### src/rtl/manchester_uart_rx_if.sv
// Valid/ready bundle carrying recovered words out of the Manchester receiver.
// master: drives rx_data/rx_valid, samples rx_ready. slave: the consumer side.
interface manchester_uart_rx_if #(
    parameter int DATA_BITS = 8
);
    logic [DATA_BITS-1:0] rx_data;
    logic                 rx_valid;
    logic                 rx_ready;

    modport master (
        output rx_data,
        output rx_valid,
        input  rx_ready
    );

    modport slave (
        input  rx_data,
        input  rx_valid,
        output rx_ready
    );
endinterface

### src/rtl/manchester_uart_rx.sv
// Manchester-coded UART receiver: oversamples rx, rebuilds a DATA_BITS word
// from two half-frames (MSB half first) and offers it on a valid/ready port.
// Ports: clk, reset (sync, active high), rx (async line), rx_if (master:
// rx_data/rx_valid out, rx_ready in), rx_error and rx_overrun (1-cycle pulses).
module manchester_uart_rx #(
    parameter int DATA_BITS = 8,
    parameter int BAUDRATE  = 115200,
    parameter int CLK_FREQ  = 18_750_000
) (
    input  logic                        clk,
    input  logic                        reset,
    input  logic                        rx,
    manchester_uart_rx_if.master        rx_if,
    output logic                        rx_error,
    output logic                        rx_overrun
);

    localparam int NB        = DATA_BITS / 2;
    localparam int FULLBAUD  = CLK_FREQ / BAUDRATE;
    localparam int HALFBAUD  = FULLBAUD / 2;
    localparam int QUARTBAUD = FULLBAUD / 4;

    localparam logic [31:0] START_MIN = 32'(3 * QUARTBAUD);
    localparam logic [31:0] FIRST_LIM = 32'(HALFBAUD + QUARTBAUD - 1);
    localparam logic [31:0] NEXT_LIM  = 32'(HALFBAUD - 1);
    localparam logic [31:0] GAP_LIM   = 32'(4 * FULLBAUD - 1);
    localparam logic [31:0] HI_MAX    = 32'hFFFF_FFFF;
    localparam logic [3:0]  LAST_BIT  = 4'(NB - 1);

    typedef enum logic [2:0] {
        HUNT,
        SAMPLE,
        STOP,
        GAP,
        DELIVER
    } state_e;

    state_e               state_q, state_d;
    logic                 sync_q;
    logic                 rxs_q;
    logic [31:0]          hi_q, hi_d;
    logic [31:0]          ph_q, ph_d;
    logic [31:0]          tmo_q, tmo_d;
    logic                 first_q, first_d;
    logic                 chipb_q, chipb_d;
    logic                 chipa_q, chipa_d;
    logic                 half_q, half_d;
    logic [3:0]           bits_q, bits_d;
    logic [NB-1:0]        shreg_q, shreg_d;
    logic [NB-1:0]        msb_q, msb_d;
    logic [DATA_BITS-1:0] data_q, data_d;
    logic                 valid_q, valid_d;
    logic                 err_q, err_d;
    logic                 ovr_q, ovr_d;

    logic                 start_det;
    logic                 sample_pt;

    // Length of the current high run on rxs, saturating so a line stuck
    // high never wraps back below the start threshold.
    always_comb begin
        hi_d = '0;
        if (rxs_q) begin
            hi_d = (hi_q == HI_MAX) ? hi_q : hi_q + 32'd1;
        end
    end

    // A start symbol (H,L) after an idle/stop symbol (L,H) yields a high run
    // of a full baud; idle toggling only gives half a baud.
    assign start_det = !rxs_q && (hi_q >= START_MIN);

    // The first chip lies 3/4 baud after the start mid-edge; every later
    // chip is half a baud after the previous sample.
    assign sample_pt = (ph_q == (first_q ? FIRST_LIM : NEXT_LIM));

    always_comb begin
        state_d = state_q;
        ph_d    = ph_q;
        tmo_d   = tmo_q;
        first_d = first_q;
        chipb_d = chipb_q;
        chipa_d = chipa_q;
        half_d  = half_q;
        bits_d  = bits_q;
        shreg_d = shreg_q;
        msb_d   = msb_q;
        data_d  = data_q;
        valid_d = valid_q & ~rx_if.rx_ready;
        err_d   = 1'b0;
        ovr_d   = 1'b0;

        unique case (state_q)
            HUNT: begin
                if (start_det) begin
                    state_d = SAMPLE;
                    half_d  = 1'b0;
                    ph_d    = '0;
                    first_d = 1'b1;
                    chipb_d = 1'b0;
                    bits_d  = '0;
                end
            end

            GAP: begin
                tmo_d = tmo_q + 32'd1;
                if (start_det) begin
                    state_d = SAMPLE;
                    half_d  = 1'b1;
                    ph_d    = '0;
                    first_d = 1'b1;
                    chipb_d = 1'b0;
                    bits_d  = '0;
                end else if (tmo_q >= GAP_LIM) begin
                    err_d   = 1'b1;
                    state_d = HUNT;
                end
            end

            SAMPLE, STOP: begin
                ph_d = ph_q + 32'd1;
                if (sample_pt) begin
                    ph_d    = '0;
                    first_d = 1'b0;
                    chipb_d = ~chipb_q;
                    if (!chipb_q) begin
                        chipa_d = rxs_q;
                    end else if (state_q == SAMPLE) begin
                        // Equal chips carry no transition: code violation.
                        if (rxs_q == chipa_q) begin
                            err_d   = 1'b1;
                            state_d = HUNT;
                        end else begin
                            shreg_d = {shreg_q[NB-2:0], rxs_q};
                            bits_d  = bits_q + 4'd1;
                            if (bits_q == LAST_BIT) begin
                                state_d = STOP;
                            end
                        end
                    end else begin
                        if (chipa_q || !rxs_q) begin
                            err_d   = 1'b1;
                            state_d = HUNT;
                        end else if (!half_q) begin
                            msb_d   = shreg_q;
                            tmo_d   = '0;
                            state_d = GAP;
                        end else begin
                            state_d = DELIVER;
                        end
                    end
                end
            end

            DELIVER: begin
                // A word accepted this very cycle frees the slot for the
                // new one; otherwise an occupied slot drops the new word.
                if (!valid_q || rx_if.rx_ready) begin
                    data_d  = {msb_q, shreg_q};
                    valid_d = 1'b1;
                end else begin
                    ovr_d = 1'b1;
                end
                state_d = HUNT;
            end

            default: begin
                state_d = HUNT;
            end
        endcase
    end

    always_ff @(posedge clk) begin
        if (reset) begin
            state_q <= HUNT;
            sync_q  <= 1'b0;
            rxs_q   <= 1'b0;
            hi_q    <= '0;
            ph_q    <= '0;
            tmo_q   <= '0;
            first_q <= 1'b0;
            chipb_q <= 1'b0;
            chipa_q <= 1'b0;
            half_q  <= 1'b0;
            bits_q  <= '0;
            shreg_q <= '0;
            msb_q   <= '0;
            data_q  <= '0;
            valid_q <= 1'b0;
            err_q   <= 1'b0;
            ovr_q   <= 1'b0;
        end else begin
            state_q <= state_d;
            sync_q  <= rx;
            rxs_q   <= sync_q;
            hi_q    <= hi_d;
            ph_q    <= ph_d;
            tmo_q   <= tmo_d;
            first_q <= first_d;
            chipb_q <= chipb_d;
            chipa_q <= chipa_d;
            half_q  <= half_d;
            bits_q  <= bits_d;
            shreg_q <= shreg_d;
            msb_q   <= msb_d;
            data_q  <= data_d;
            valid_q <= valid_d;
            err_q   <= err_d;
            ovr_q   <= ovr_d;
        end
    end

    assign rx_if.rx_data  = data_q;
    assign rx_if.rx_valid = valid_q;
    assign rx_error       = err_q;
    assign rx_overrun     = ovr_q;

endmodule

### src/flat_wrapper.sv
// flat-port wrapper written by rule: the top's interface ports become plain ports
module manchester_uart_rx_flat 
#(
    parameter int DATA_BITS = 8,
    parameter int BAUDRATE  = 115200,
    parameter int CLK_FREQ  = 18_750_000
)
  (clk, reset, rx, rx_error, rx_overrun, rx_if_rx_data, rx_if_rx_valid, rx_if_rx_ready);
  manchester_uart_rx_if #(.DATA_BITS(DATA_BITS)) rx_if_i ();
  input  logic clk;
  input  logic reset;
  input  logic rx;
  output logic rx_error;
  output logic rx_overrun;
  output wire logic [$bits(rx_if_i.rx_data)-1:0] rx_if_rx_data;
  output wire logic [$bits(rx_if_i.rx_valid)-1:0] rx_if_rx_valid;
  input wire logic [$bits(rx_if_i.rx_ready)-1:0] rx_if_rx_ready;
  assign rx_if_rx_data = rx_if_i.rx_data;
  assign rx_if_rx_valid = rx_if_i.rx_valid;
  assign rx_if_i.rx_ready = rx_if_rx_ready;
  manchester_uart_rx #(.DATA_BITS(DATA_BITS), .BAUDRATE(BAUDRATE), .CLK_FREQ(CLK_FREQ)) u_core (.clk(clk), .reset(reset), .rx(rx), .rx_if(rx_if_i), .rx_error(rx_error), .rx_overrun(rx_overrun));
endmodule
### config.mk
export PLATFORM = sky130hd
export DESIGN_NAME = manchester_uart_rx_flat
export DESIGN_NICKNAME = d
export VERILOG_FILES = /design/src/rtl/manchester_uart_rx_if.sv /design/src/rtl/manchester_uart_rx.sv /design/src/flat_wrapper.sv
export SDC_FILE = /design/constraint.sdc
export NUM_CORES = 1
export LEC_CHECK = 0
export ABC_AREA = 1
export CORE_ASPECT_RATIO = 1.4
export CORE_MARGIN = 2
export CORE_UTILIZATION = 55
export CTS_BUF_LIST = sky130_fd_sc_hd__clkbuf_2
export DETAILED_ROUTE_END_ITERATION = 8
export PLACE_DENSITY = 0.68
export SETUP_SLACK_MARGIN = 0.2
export SLEW_MARGIN = 20
export SYNTH_ARGS = -nofsm -noshare
export SYNTH_HDL_FRONTEND = slang
export SYNTH_SLANG_ARGS = --single-unit
export TNS_END_PERCENT = 50
### constraint.sdc
create_clock -name clk -period 2.5 [get_ports clk]
set_input_delay 0.75 -clock clk [delete_from_list [all_inputs] [get_ports clk]]
set_output_delay 0.75 -clock clk [all_outputs]
set_load 0.01 [all_outputs]
==> flow_summary.toml, run 1 <==
[outcome]
status = "finished, final reports clean"

[worst_setup_path]
cp_max_fo = 2
worstSetupPathType = "reg -> out"
cp_num_buf_inv = 1
cp.arrival_ns = 1.41
crit_path_cell_trace = "dlygate4sd2_1"
required_ns = 1.75
cpMaxStageDelayCell = "dfxtp_2"
end_kind = "primary output"
cp_top_family = "flip-flops"
cp-start-kind = "flip-flop"
cpPeakStageDelay_ns = 0.37

[timing]
rsz0062_at_grt = "true"
slew_violations = 0
min_period_ns = 2.16
finalSetupViolations = 0
fin_crit_sh_pct = 86.3
tightest_slew_ns = 0.527
max-slew-margin-rel_pct = 64.9
hold_viol_final = 0
max_freq_ghz = 0.464
skew_ns = 0.0273
final.setup.tns_ns = 0
setup_ws_ns = 0.343
holdWs_ns = 0.341

[pwr]
power.total_mw = 4.24
p_leak_nw = 3.12
peakVddDrop_mv = 0.349
power_density_nw_per_um2 = 511

[floorplan]
die_w_um = 104
num_rows = 51
die_area_um2 = 15000
die_h_um = 144
core_region_area_um2 = 13800
pin_count = 15
initial_core_util_pct = 55.9

[clock_network]
cts_tree = "built"
clock-sinks = 128
hold_buffers = 0
clkTransAtPathRegs_ns = 0.22
clock-root-buffer = "clkbuf_2"
cts_max_level = 4
cts_buffers = 17
clockBufferDepth = 2
clk_latency_ns = 0.77

[synth]
synthTopCellsByArea = "dfxtp_1 33%, nand2_1 17%, nor2_1 9.5%, nand3_1 7.3%, a21oi_1 6.6%"
synth_edf_count = 0
synth_area_um2 = 7710
synth-seq-cells = 128
ys.flop_type = "dfxtp_1"
synth_top_area_share_pct = 33.2
syn_avg_cell_area_um2 = 6.21
synthMostInstantiatedCell = "nand2_1"
seq_area_frac_synth_pct = 33.2
synth_top_cell_by_area = "dfxtp_1"
netlist_instances = 1241
yosysUniqueCellTypes = 36
synthArstFlopShare_pct = 0
synth_top_cells_by_count = "340 x nand2_1, 195 x nor2_1, 128 x dfxtp_1"
synth_nets = 1252
yosys_warnings = 0

[global_routing]
grt_max_degree = 62
grt_pass1_wl_mm = 33.3
gr-total-overflow = 0
track_usage_pct = 27.2
antenna_found_initial = 1
grt_pass1_vias = 7092

[routing]
drc = 0
met1_length_mm = 8.68
drtIter0Drc = 540
met2_length_mm = 9.66
wl_met3_um = 778
drtAntennaViolNets = 0
dr.pass1.iters = 5
avgRoutedWirePerCell_um = 13.6
routed_wirelength_mm = 19.8
vias_per_cell = 5.34
topRoutingLayerUsed = "met4"
vias = 7753

[finish]
nFillCells = 1439
fin_cells = 1451
final_util_pct = 60.3
layout-drive-gt1-share_pct = 7.27
nets = 1263
fin_area_um2 = 8310
area_growth_pct = 7.76

[placement]
dp_hpwl_mm = 14.3
post_dp_cell_area_um2 = 8000
dp_slack_ns = 0.388
io_buffers = 14
place.gp.congestion = 0.938
dp_cells = 1417

[worst_hold_path]
hold_path_class = "in -> reg"

[flow_run]
timing.max_cap.violations = 0
[cell usage in the layout (no fill, tap or decap), types with 3 or more instances in the layout]
master,synthesis,final
a211oi_1,5,5
a21oi_1,102,102
a31oi_1,7,7
buf_4,7,13
clkbuf_2,0,17
clkinv_4,0,3
dfxtp_1,128,119
dfxtp_2,0,9
dlygate4sd2_1,0,5
dlymetal6s2s_1,0,6
ha_1,7,7
inv_1,123,122
inv_2,6,6
inv_6,0,4
inv_8,0,3
nand2_1,340,340
nand3_1,112,112
nand3_2,4,4
nand3b_1,12,12
nand4_1,20,20
nor2_1,195,195
nor2_2,8,7
nor3_1,46,46
nor4_1,6,6
o21a_1,5,5
o21ai_0,13,13
o21ai_1,11,10
or2_2,8,8
xnor2_1,12,12
xor2_1,23,23
[logic make-up after synthesis]
kind of cell	after synthesis	synth area share, %
adders and majority gates	7	1.14
DFF	128	33.2
and+or+nand+nor	759	42.6
xor gates and xnor gates	35	3.98
buffers and inverters	166	8.86
AOI/OAI and AO/OA	146	10.1
[path summary, 6_finish.rpt]
path              depth (start not counted)                    start               end  slack, ns
setup / recovery                          1  u_core.rx_if.rx_data[6]  rx_if_rx_data[6]       0.34
hold / removal                            2                    reset  u_core.bits_q[2]       0.34
setup reg to reg                         10           u_core.hi_q[0]   u_core.hi_q[28]       0.38
hold reg to reg                           2            u_core.sync_q      u_core.rxs_q       0.45
[layout make-up]
cell class	instances	area, um2	share of cell area (%)
Clock buffer	17	85.1	1.02
Sequential cell	128	2570	31.0
Multi-Input combinational cell	947	4470	53.8
Inverter	129	487	5.86
Antenna cell	1	2.50	0.0301
Timing Repair Buffer	29	282	3.39
Clock inverter	15	174	2.09
Tap cell	185	231	2.79
[power breakdown]
group / total (mW) / leakage, nW / switching [mW] / internal [mW]
clock: 1.41 / 0.149 / 0.916 / 0.494
combinational: 0.740 / 1.94 / 0.570 / 0.170
sequential: 2.09 / 1.04 / 0.0255 / 2.07
total: 4.24 / 3.12 / 1.51 / 2.73
[metal layers]
metal	vias to the layer above	global-route usage, %
li1	4033	-
met1	3497	32.8
met2	181	47.6
met3	42	4.87
met4	0	12.0
met5	-	0
[sequential cells by signal (all words and copies together), names as in the netlist]
name and cells:
u_core.rxs_q 1, u_core.tmo_q 32, u_core.bits_q 4, u_core.first_q 1
u_core.state_q 3, u_core.half_q 1, u_core.chipb_q 1, u_core.rx_error 1
u_core.sync_q 1, u_core.rx_if.rx_data 8, u_core.msb_q 4, u_core.shreg_q 4
u_core.rx_if.rx_valid 1, u_core.rx_overrun 1, u_core.hi_q 32, u_core.ph_q 32
u_core.chipa_q 1
[what timing repair did]
item	in CTS	in global routing
hold endpoints to repair	0	0
cloned	0	0
gates resized for setup	10	16
setup endpoints to repair	11	44
buffers inserted	0	1
Power figures use the tool's default switching activity.
==> run 2: changes to the inputs <==
--- a/config.mk
+++ b/config.mk
@@ -8,10 +8,10 @@
 export ABC_AREA = 1
 export CORE_ASPECT_RATIO = 1.4
 export CORE_MARGIN = 2
-export CORE_UTILIZATION = 55
+export CORE_UTILIZATION = 35
 export CTS_BUF_LIST = sky130_fd_sc_hd__clkbuf_2
 export DETAILED_ROUTE_END_ITERATION = 8
-export PLACE_DENSITY = 0.68
+export PLACE_DENSITY = 0.46
 export SETUP_SLACK_MARGIN = 0.2
 export SLEW_MARGIN = 20
 export SYNTH_ARGS = -nofsm -noshare
==> run 2 against run 1 <==
  * Sequential power barely moved
  * Clock-buffer cell count rose by 1
  * Flip-flop and latch count did not move
  * Maximum frequency barely moved
  * Clock power rose by 12%
  * Register-to-register slack improved by 0.03 ns
  * Cell count rose by 8.0%
  * Utilization fell by 21 points
  * Final area rose by 2.2%
  * Wire length rose by 16%
  * First-iteration DRC count fell by 25%
  * Die area rose by 55%
==> flow_summary.toml, run 2 (synthesis results as in run 1) <==
[outcome]
status = "finished, final reports clean"

[clock_network]
cts_max_level = 4
clock-sinks = 128
cts_buffers = 17
cts_tree = "built"
clk_latency_ns = 0.76
clock-root-buffer = "clkbuf_2"
clkTransAtPathRegs_ns = 0.24
clockBufferDepth = 2
postCtsSetupBuffers = 0

[finish]
nets = 1266
biggestRegsByFlops = "u_core.hi_q: 32 flops, u_core.ph_q: 32 flops, u_core.tmo_q: 32 flops"
area_growth_pct = 10.2
fin_cells = 1567
layout_commonest_cell = "nand2_1"
nFillCells = 2434
mostFrequentLayoutCells = "340 x nand2_1, 194 x nor2_1, 122 x inv_1, 116 x dfxtp_1, 112 x nand3_1"
layout-drive-gt1-share_pct = 7.89

[floorplan]
core_region_area_um2 = 21700
die_area_um2 = 23200
pin_count = 15
die_h_um = 180
initial_core_util_pct = 35.5
num_rows = 64
die_w_um = 129

[routing]
drtAntennaViolNets = 0
dr.pass1.iters = 5
avgRoutedWirePerCell_um = 14.6
vias = 7672
drc = 0
routed_wirelength_mm = 22.9
drtIter0Drc = 403
vias_per_cell = 4.90

[worst_setup_path]
reg2reg_to = "u_core.ph_q[24]"
cp_num_cells = 1
cpPeakStageDelay_ns = 0.37
r2r_start = "u_core.state_q[0]"
cp-startpoint = "u_core.rx_if.rx_valid"
rr_worst_depth = 7
required_ns = 1.75
end_kind = "primary output"
worstSetupPathType = "reg -> out"
r2r_setup_slack_ns = 0.41
crit_end = "rx_if_rx_valid"
cp-start-kind = "flip-flop"
cp.arrival_ns = 1.41
cpMaxStageDelayCell = "dfxtp_2"
cp_top_family = "flip-flops"
cp_max_fo = 2
crit_path_cell_trace = "dlygate4sd2_1"
cp_num_buf_inv = 1

[timing]
finalSetupViolations = 0
slew_violations = 0
setup_ws_ns = 0.342
skew_ns = 0.0403
fin_crit_sh_pct = 86.3
hold_viol_final = 0
rsz0062_at_grt = "true"
max_freq_ghz = 0.463
tightest_slew_ns = 0.535
max-slew-margin-rel_pct = 64.1
final.setup.tns_ns = 0
min_period_ns = 2.16

[worst_hold_path]
hold_path_class = "in -> reg"

[pwr]
p_leak_nw = 3.08
power_density_nw_per_um2 = 522
peakVddDrop_mv = 0.340

[global_routing]
grt_pass1_vias = 7527
gr-total-overflow = 0
grt_pass1_wl_mm = 37.7
track_usage_pct = 20.5
antenna_found_initial = 1
grt_max_degree = 44

[placement]
dp_hpwl_mm = 17.2
io_buffers = 14
place.gp.congestion = 0.877
dp_cells = 1533
dp_slack_ns = 0.334

[flow_run]
timing.max_cap.violations = 0
==> run 2: cell count changes in the layout (fill, tap and decap cells not counted), moves of 3 or more <==
cell            before  now
dlygate4sd2_1        5   11
inv_8                3    0
buf_4               13   16
dfxtp_1            119  116
dlymetal6s2s_1       6    0
dfxtp_2              9   12
==> run 2: timing repair <==
action | 4_1_cts | 5_1_grt
endpoints found under the setup margin | 11 | 39
gates cloned | 0 | 0
hold buffers | 0 | 0
pin swaps | 0 | 0
gates resized for setup | 21 | 9
==> run 2: how the worst min path moves through the flow <==
| stage | startpoint | endpoint | slack [ns] | cells past startpoint |
|---|---|---|---|---|
| after detailed placement | u_core.sync_q | u_core.rxs_q | 0.41 | 2 |
| after floorplan | u_core.sync_q | u_core.rxs_q | 0.39 | 2 |
| after CTS | reset | u_core.ph_q[3] | 0.31 | 4 |
| after global routing | reset | u_core.ph_q[3] | 0.32 | 4 |
| after global placement | u_core.sync_q | u_core.rxs_q | 0.42 | 2 |
| final | reset | u_core.state_q[1] | 0.39 | 4 |
==> run 2: worst register-to-register path, delay by kind of cell, from the launching register on <==
family / cells / cell delay (ns)
DFF: 1 / 0.43
and+or+nand+nor: 3 / 0.68
buffers and inverters: 2 / 0.44
AOI/OAI and AO/OA: 2 / 0.47
==> run 2: layout make-up <==
type	count	area, um2	share of cell area [%]
multi-input cells	947	4480	52.7
clock buffers	18	90.1	1.06
diodes	2	5.00	0.0589
well taps	297	372	4.38
clock inverters	14	203	2.39
inverters	129	487	5.73
repair buffers	32	282	3.32
flip-flops and latches	128	2580	30.4
==> run 2: through the flow <==
stage / total power, mW / utilization [%] / hold slack, ns / instance area [um2]
final: 4.43 / 39.1 / 0.391 / 8490
after global routing: 4.69 / 39.1 / 0.315 / 8490
after CTS: 4.50 / 39.0 / 0.315 / 8460
after detailed placement: 2.89 / 37.6 / 0.414 / 8170
after global placement: 2.90 / 37.6 / 0.417 / 8170
after floorplan: 2.72 / - / 0.388 / 7710
==> run 2: per-layer routing <==
metal	GRT usage (%)	wire length (um)	vias up	part of all wire [%]
met4	10.2	963	0	4.2
met5	0	0	-	0
met1	23.5	9730	3464	43
li1	-	-	4046	-
met3	3.15	421	60	1.8
met2	36.5	11800	102	51
==> run 2: power breakdown <==
part           internal [mW]  switching (mW)  leakage [nW]
combinational          0.175           0.589          1.87
clock                  0.682           0.895         0.170
sequential              2.07          0.0252          1.04
